## src/rtl/mips_cpu_muldiv.sv

```systemverilog
// mips_cpu_muldiv: iterative MIPS multiply/divide unit owning HI/LO, committing results atomically
module mips_cpu_muldiv #(
  parameter int WIDTH = 32
) (
  input  logic             clk,
  input  logic             reset,
  input  logic [5:0]       funct,
  input  logic             start,
  input  logic [WIDTH-1:0] a,
  input  logic [WIDTH-1:0] b,
  output logic             busy,
  output logic             done,
  output logic [WIDTH-1:0] hi,
  output logic [WIDTH-1:0] lo
);
  localparam int CW = $clog2(WIDTH);
  typedef enum logic [1:0] {IDLE, MUL, DIV, FIX} state_t;
  state_t state, state_nxt;
  logic [2*WIDTH-1:0] acc, prod;
  logic [WIDTH-1:0] x, y, a_mag, b_mag, quo, rem;
  logic [WIDTH:0] msum, rsh, dif;
  logic [CW-1:0] cnt;
  logic neg_q, neg_r, op_div, sgn, is_mul, is_div, go, last;
  assign sgn = ~funct[0];
  assign is_mul = funct[5:1] == 5'b01100;
  assign is_div = funct[5:1] == 5'b01101;
  assign go = start && state == IDLE;
  assign a_mag = (sgn && a[WIDTH-1]) ? -a : a;
  assign b_mag = (sgn && b[WIDTH-1]) ? -b : b;
  assign last = cnt == CW'(WIDTH - 1);
  assign busy = state != IDLE;
  assign msum = {1'b0, acc[2*WIDTH-1:WIDTH]} + {1'b0, x & {WIDTH{y[0]}}};
  // Partial remainder shifted left with the next dividend bit; borrow means restore
  assign rsh = {acc[2*WIDTH-1:WIDTH], acc[WIDTH-1]};
  assign dif = rsh - {1'b0, x};
  assign quo = acc[WIDTH-1:0];
  assign rem = acc[2*WIDTH-1:WIDTH];
  assign prod = neg_q ? -acc : acc;
  always_ff @(posedge clk)
    if (reset) state <= IDLE;
    else state <= state_nxt;
  always_comb begin
    state_nxt = state;
    case (state)
      IDLE:     state_nxt = !start ? IDLE : is_mul ? MUL : is_div ? DIV : IDLE;
      MUL, DIV: state_nxt = last ? FIX : state;
      default:  state_nxt = IDLE;
    endcase
  end
  always_ff @(posedge clk)
    if (reset) begin
      hi <= '0;
      lo <= '0;
      done <= 1'b0;
      acc <= '0;
      x <= '0;
      y <= '0;
      cnt <= '0;
      neg_q <= 1'b0;
      neg_r <= 1'b0;
      op_div <= 1'b0;
    end else begin
      done <= state == FIX;
      cnt <= state == IDLE ? '0 : cnt + 1'b1;
      if (go && funct == 6'b010001) hi <= a;
      if (go && funct == 6'b010011) lo <= a;
      if (go && is_mul) begin
        x <= a_mag;
        y <= b_mag;
        acc <= '0;
        neg_q <= sgn && (a[WIDTH-1] ^ b[WIDTH-1]);
        op_div <= 1'b0;
      end
      // y keeps the raw dividend so divide-by-zero can return it untouched
      if (go && is_div) begin
        x <= b_mag;
        y <= a;
        acc <= {{WIDTH{1'b0}}, a_mag};
        neg_q <= sgn && (a[WIDTH-1] ^ b[WIDTH-1]);
        neg_r <= sgn && a[WIDTH-1];
        op_div <= 1'b1;
      end
      if (state == MUL) begin
        acc <= {msum, acc[WIDTH-1:1]};
        y <= y >> 1;
      end
      if (state == DIV) acc <= {dif[WIDTH] ? rsh[WIDTH-1:0] : dif[WIDTH-1:0], acc[WIDTH-2:0], ~dif[WIDTH]};
      if (state == FIX && !op_div) {hi, lo} <= prod;
      if (state == FIX && op_div) begin
        lo <= x == '0 ? '1 : neg_q ? -quo : quo;
        hi <= x == '0 ? y : neg_r ? -rem : rem;
      end
    end
endmodule

```

## config.mk

```make
export PLATFORM = sky130hd
export DESIGN_NAME = mips_cpu_muldiv
export DESIGN_NICKNAME = d
export VERILOG_FILES = /design/src/rtl/mips_cpu_muldiv.sv
export SDC_FILE = /design/constraint.sdc
export NUM_CORES = 1
export LEC_CHECK = 0
export ABC_AREA = 0
export BUFFER_PORTS_ARGS = -buffer_cell sky130_fd_sc_hd__buf_2
export CELL_PAD_IN_SITES_DETAIL_PLACEMENT = 0
export CELL_PAD_IN_SITES_GLOBAL_PLACEMENT = 2
export CORE_MARGIN = 2
export CORE_UTILIZATION = 26
export CTS_CLUSTER_SIZE = 24
export DETAILED_ROUTE_END_ITERATION = 7
export PLACE_DENSITY_LB_ADDON = 0.1
export SLEW_MARGIN = 20
export SYNTH_ARGS = -nofsm -noshare
export SYNTH_HDL_FRONTEND = slang
export SYNTH_SLANG_ARGS = --single-unit
```

## constraint.sdc

```tcl
create_clock -name clk -period 3.8 [get_ports clk]
set_input_delay 0.57 -clock clk [delete_from_list [all_inputs] [get_ports clk]]
set_output_delay 0.57 -clock clk [all_outputs]
set_load 0.1 [all_outputs]
```

### After elaboration in Yosys (flattened, before gate mapping)

Index checks and enable logic that the tools add are counted.

| operators by class | value |
|---|---|
| add/subtract/negate cells | 8 |
| reduce and logical (&&, ||, !) cells | 22 |
| mux-type cells | 32 |
| equality and inequality tests | 9 |
| bitwise operators | 4 |

Operators by type and width:

| operator | count |
|---|---|
| $mux W32 | 17 |
| $mux W64 | 5 |
| $neg A32 Y32 | 4 |
| $neg A64 Y64 | 1 |
| $add A32 B32 Y33 | 1 |
| $sub A33 B32 Y33 | 1 |
| $and A32 B32 Y32 | 1 |
| $logic_not A32 Y1 | 1 |
| $mux W31 | 1 |
| $eq A6 B5 Y1 const B | 2 |
| $eq A5 B4 Y1 const B | 2 |
| $logic_and A1 B1 Y1 | 10 |
| $reduce_bool A3 Y1 | 3 |
| $mux W2 | 4 |
| $reduce_or A2 Y1 | 3 |
| $add A5 B1 Y5 const B | 1 |
| $eq A5 B5 Y1 const B | 1 |
| $eq A2 B2 Y1 const B | 2 |
| $mux W1 | 4 |
| $pmux W2 S2 | 1 |
| $reduce_bool A2 Y1 | 2 |
| $reduce_bool A4 Y1 | 1 |
| $eq A2 B1 Y1 const B | 1 |
| $logic_not A2 Y1 | 1 |
| 4 further kinds | 5 |

| storage, ports and cells | value |
|---|---|
| input bits | 73 |
| register bits after elaboration | 203 |
| output and inout port bits | 66 |
| logic and storage cells | 87 |

### Logic depth before layout (Yosys ltp)

| depth | value |
|---|---|
| depth after elaboration | 7 |
| depth in mapped cells | 15 |
| mapped depth without buffers | 14 |

### Least setup slack after synthesis

Ideal clock, no wire load.

| timing path | value |
|---|---|
| path type | reg-to-reg |
| start point | reg acc[31] |
| end point | reg acc[44] |
| arrival time | 3.556 ns |
| clock period less this slack | 3.688 ns |
| buffers on the path | 1 |
| slack | 0.112 ns |
| cell stages (with the launch flop) | 15 |
| library setup time | 0.132 ns |
| cells stage by stage | dfxtp_1 inv_1 ha_1 fa_1 nand2b_1 a21o_1 a31oi_1 o211a_1 o2111ai_1 o21ai_0 xor2_2 buf_2 mux2_2 a221oi_1 nor3_1 |

| between the ends | value |
|---|---|
| longest elaborated chain between the ends | 3 |

Ends and longest elaborated chain:

| what | RTL line | text |
|---|---|---|
| start, declared | 19 | `logic [2*WIDTH-1:0] acc, prod;` |
| start signal, assigned | 78 | `acc <= {{WIDTH{1'b0}}, a_mag};` |
| start signal, assigned | 84 | `acc <= {msum, acc[WIDTH-1:1]};` |
| start signal, assigned | 87 | `if (state == DIV) acc <= {dif[WIDTH] ? rsh[WIDTH-1:0] : dif[WIDTH-1:0], acc[WIDTH-2:0], ~dif[WIDTH]};` |
| $sub A33 B32 Y33 | 35 | `assign dif = rsh - {1'b0, x};` |
| $mux W32 | 87 |  |
| $mux W64 | 87 |  |

No other way between the ends.
A chain may end at the register's enable or synchronous reset.

### Final worst setup path

| timing path | value |
|---|---|
| start point | reg acc[31] |
| end point | reg acc[54] |

Same word-level chain as after synthesis.

==> out/results.tsv <==
metric	value	unit
Mapped Area	0.0171	sq mm
Worst Path Required	4.25	ns
Startpoint Class	flip-flop	
TritonCTS clock tree	built	
First DRT Iteration DRCs	1462	
skew final	0.0130	ns
Netlist cell types	75	
syn_area_per_cell	7.15	sq um
Max FO, Critical Path	6	
GRT overflow	0	
Max-cap violations	0	
worst slew pin tran	1.16	ns
Max-Slew Margin vs Limit	22.5	%
Synthesized Nets	2536	
Post-DP HPWL	63.1	mm
Post-synth top flop	dfxtp_1	
core area	0.0647	sq mm
power share of the clock group	39.9	%
Final Util	31.7	%
post-synth top area cell	dfxtp_1	
Die Y	260	um
Post-Syn Instances	2387	
vias in the first global route	18100	
RD Place Congestion	0.870	
R2R Path End	acc[54]	
Starting Density	26.4	%
clock latency on the worst-skew pair	0.58	ns
status	completed	
antenna fix cells	0	
Die X	260	um
Post-synth EDFFs	0	
Top Ports	139	
Hold Crit Depth	2	
P_int	4.61	mW
Gate power share	28.9	%
register area share after synthesis	23.8	%
deepest clock path buffer count	3	
Total Wirelength	83.0	mm
Hold Fails Final Rpt	0	
critical path class	reg2reg	
# H-tree levels	1	
Hold Buf Count CTS	0	
cell row count	93	
Critical R2R Launch	acc[31]	
Yosys warning total	0	
vias	18500	
fillcell total	7190	
pin count of the biggest net entering global routing	93	
switching power total	2.48	mW
PwrDens	346	mW/mm^2
Lkg Pwr	8.18	nW
number of buffers created by CTS	28	
initial antenna violation count	0	
Vias/cell	5.42	
#FFs+latches synth	203	
maximum VDD drop	318	uV
endpoints failing setup	0	
Synth async-reset ratio	0	%
fraction of layout cells with a size suffix above 1	16.3	%
Hold Path Class	in2reg	
IO Port Bufs	138	
total global-route track usage	23.8	%
fin nets	2681	
period utilization	96.5	%
R2R setup slack	0.13	ns
Crit. End Element	flip-flop	
CTS sink count	203	
first-pass GRT wire length	122	mm
Sw Share	34.9	%
area share of the largest cell type after synthesis	23.8	%
synth top area cells	dfxtp_1, a21oi_1, nor2_1, nand2_1, ha_1	
fmax	0.273	GHz
R2R cell count	15	
Reg power frac	31.2	%
P&R area growth vs syn	20.2	%
DR DRC count	0	
final setup margin	0.132	ns
wire length per cell	24.3	um
Worst Path Arrival	4.11	ns
Hold Crit Start	reset	
DRT Pass-1 Iters	5	
hold path endpoint	x[31]	
CTS Root Cell	clkbuf_16	
setup slack at placement	-0.0000626	ns
Pins Over Slew Limit	0	
crit path time final	3.67	ns
ANT nets after route	0	
die area	0.0677	sq mm
register clock-pin slew on the reported worst setup and hold paths	0.06	ns
-- kinds of logic after synthesis --
group / share of synthesized area, %
buffers and inverters: 5.98
AND/OR/NAND/NOR: 22.6
multiplexers: 2.36
XOR/XNOR: 10.5
flip-flops: 23.8
adder cells (fa/ha/maj): 5.66
AO/OA/AOI/OAI: 29.1
-- worst max path at each step --
stage / end / start / cells past startpoint / slack, ns
4_1_cts: acc[46] / acc[31] / 15 / 0.02
2_1_floorplan: acc[44] / acc[31] / 14 / 0.11
5_1_grt: acc[54] / x[25] / 13 / -0.01
3_3_place_gp: x[16] / a[6] / 11 / -0.03
6_report: acc[54] / acc[31] / 15 / 0.13
3_5_place_dp: x[16] / a[6] / 11 / -0.00006
-- layer usage --
| layer | up-vias | global-route usage, % | routed length (um) |
|---|---|---|---|
| met5 | - | 0 | 0 |
| met4 | 0 | 5.43 | 1900 |
| met3 | 80 | 1.97 | 3340 |
| met2 | 479 | 39.7 | 38400 |
| met1 | 9027 | 33.2 | 39300 |
| li1 | 8870 | - | - |
-- Yosys cell counts, drive strengths merged, types with 22 or more instances --
library cell / count
o31ai: 27
a221oi: 32
o211ai: 59
and2: 41
a211oi: 70
nor3: 53
nand2b: 34
o21ai: 178
xor2: 106
inv: 68
ha: 74
nor2: 266
xnor2: 97
clkbuf: 163
and3: 29
a21oi: 261
or4: 22
a21o: 22
dfxtp: 203
nand2: 253
nand3: 22
buf: 28
-- state kept, by name, indices dropped and copies added, names as in the netlist --
name and count:
x 32, neg_r 1, op_div 1, lo 32
cnt 5, y 32, acc 64, state 2
neg_q 1, hi 32, done 1
-- final cells by class --
class	count	area, sq um	area share, %
Clock buffer	40	807	3.94
Clock inverter	10	139	0.677
Inverter	69	259	1.26
Multi-Input combinational cell	1924	12100	59.1
Sequential cell	203	4070	19.8
Tap cell	855	1070	5.22
Timing Repair Buffer	306	2060	10.0
-- cells in the final DEF, fill, tap and decap left out, types with 26 or more instances in the layout --
cell	instances
buf_2	137
a221oi_1	27
a21oi_1	260
o31ai_1	26
nand2_1	253
nor2_1	263
o21ai_0	166
nor3_1	53
clkbuf_16	31
nand2b_1	33
and3_1	29
inv_1	68
and2_1	41
buf_4	161
ha_1	70
xor2_1	105
dfxtp_1	202
o211ai_1	59
a211oi_1	70
xnor2_1	97
-- worst max-delay path, cell delays in order (launching register included) --
cell and delay, ns:
dfxtp_1 0.33, inv_1 0.07, ha_1 0.22, fa_1 0.41, nand2b_1 0.18, a21o_1 0.21
a31oi_4 0.19, o211a_4 0.20, o2111ai_4 0.13, o21ai_1 0.17, buf_4 0.15, xor2_4 0.30
clkbuf_16 0.23, mux2_2 0.33, a221oi_1 0.31, nor3_1 0.10
-- power by group through the flow --
stage / sequential, mW / clock (mW) / combinational (mW)
after global placement: 2.26 / 0 / 1.93
after global routing: 2.21 / 2.97 / 2.21
after detailed placement: 2.26 / 0 / 1.92
final: 2.21 / 2.83 / 2.05
after CTS: 2.21 / 2.90 / 1.93
after floorplan: 2.27 / 0 / 1.14
-- metrics by stage --
step | power (mW) | setup TNS (ns) | cells | hold WS, ns | area [sq um]
after floorplan | 3.40 | 0 | 2387 | 0.428 | 17100
after global placement | 4.19 | -0.0336 | 3353 | 0.438 | 19400
after detailed placement | 4.17 | -0.0000626 | 3353 | 0.442 | 19400
after CTS | 7.04 | 0 | 3403 | 0.352 | 20400
after global routing | 7.39 | -0.0163 | 3407 | 0.393 | 20500
final | 7.09 | 0 | 3407 | 0.390 | 20500
-- what timing repair did --
item                                    CTS  global route
buffers inserted                          0             2
endpoints found under the setup margin    0            28
gates resized for setup                   0            16
endpoints found under the hold margin     0             0
(Power assumes the default switching activity.)
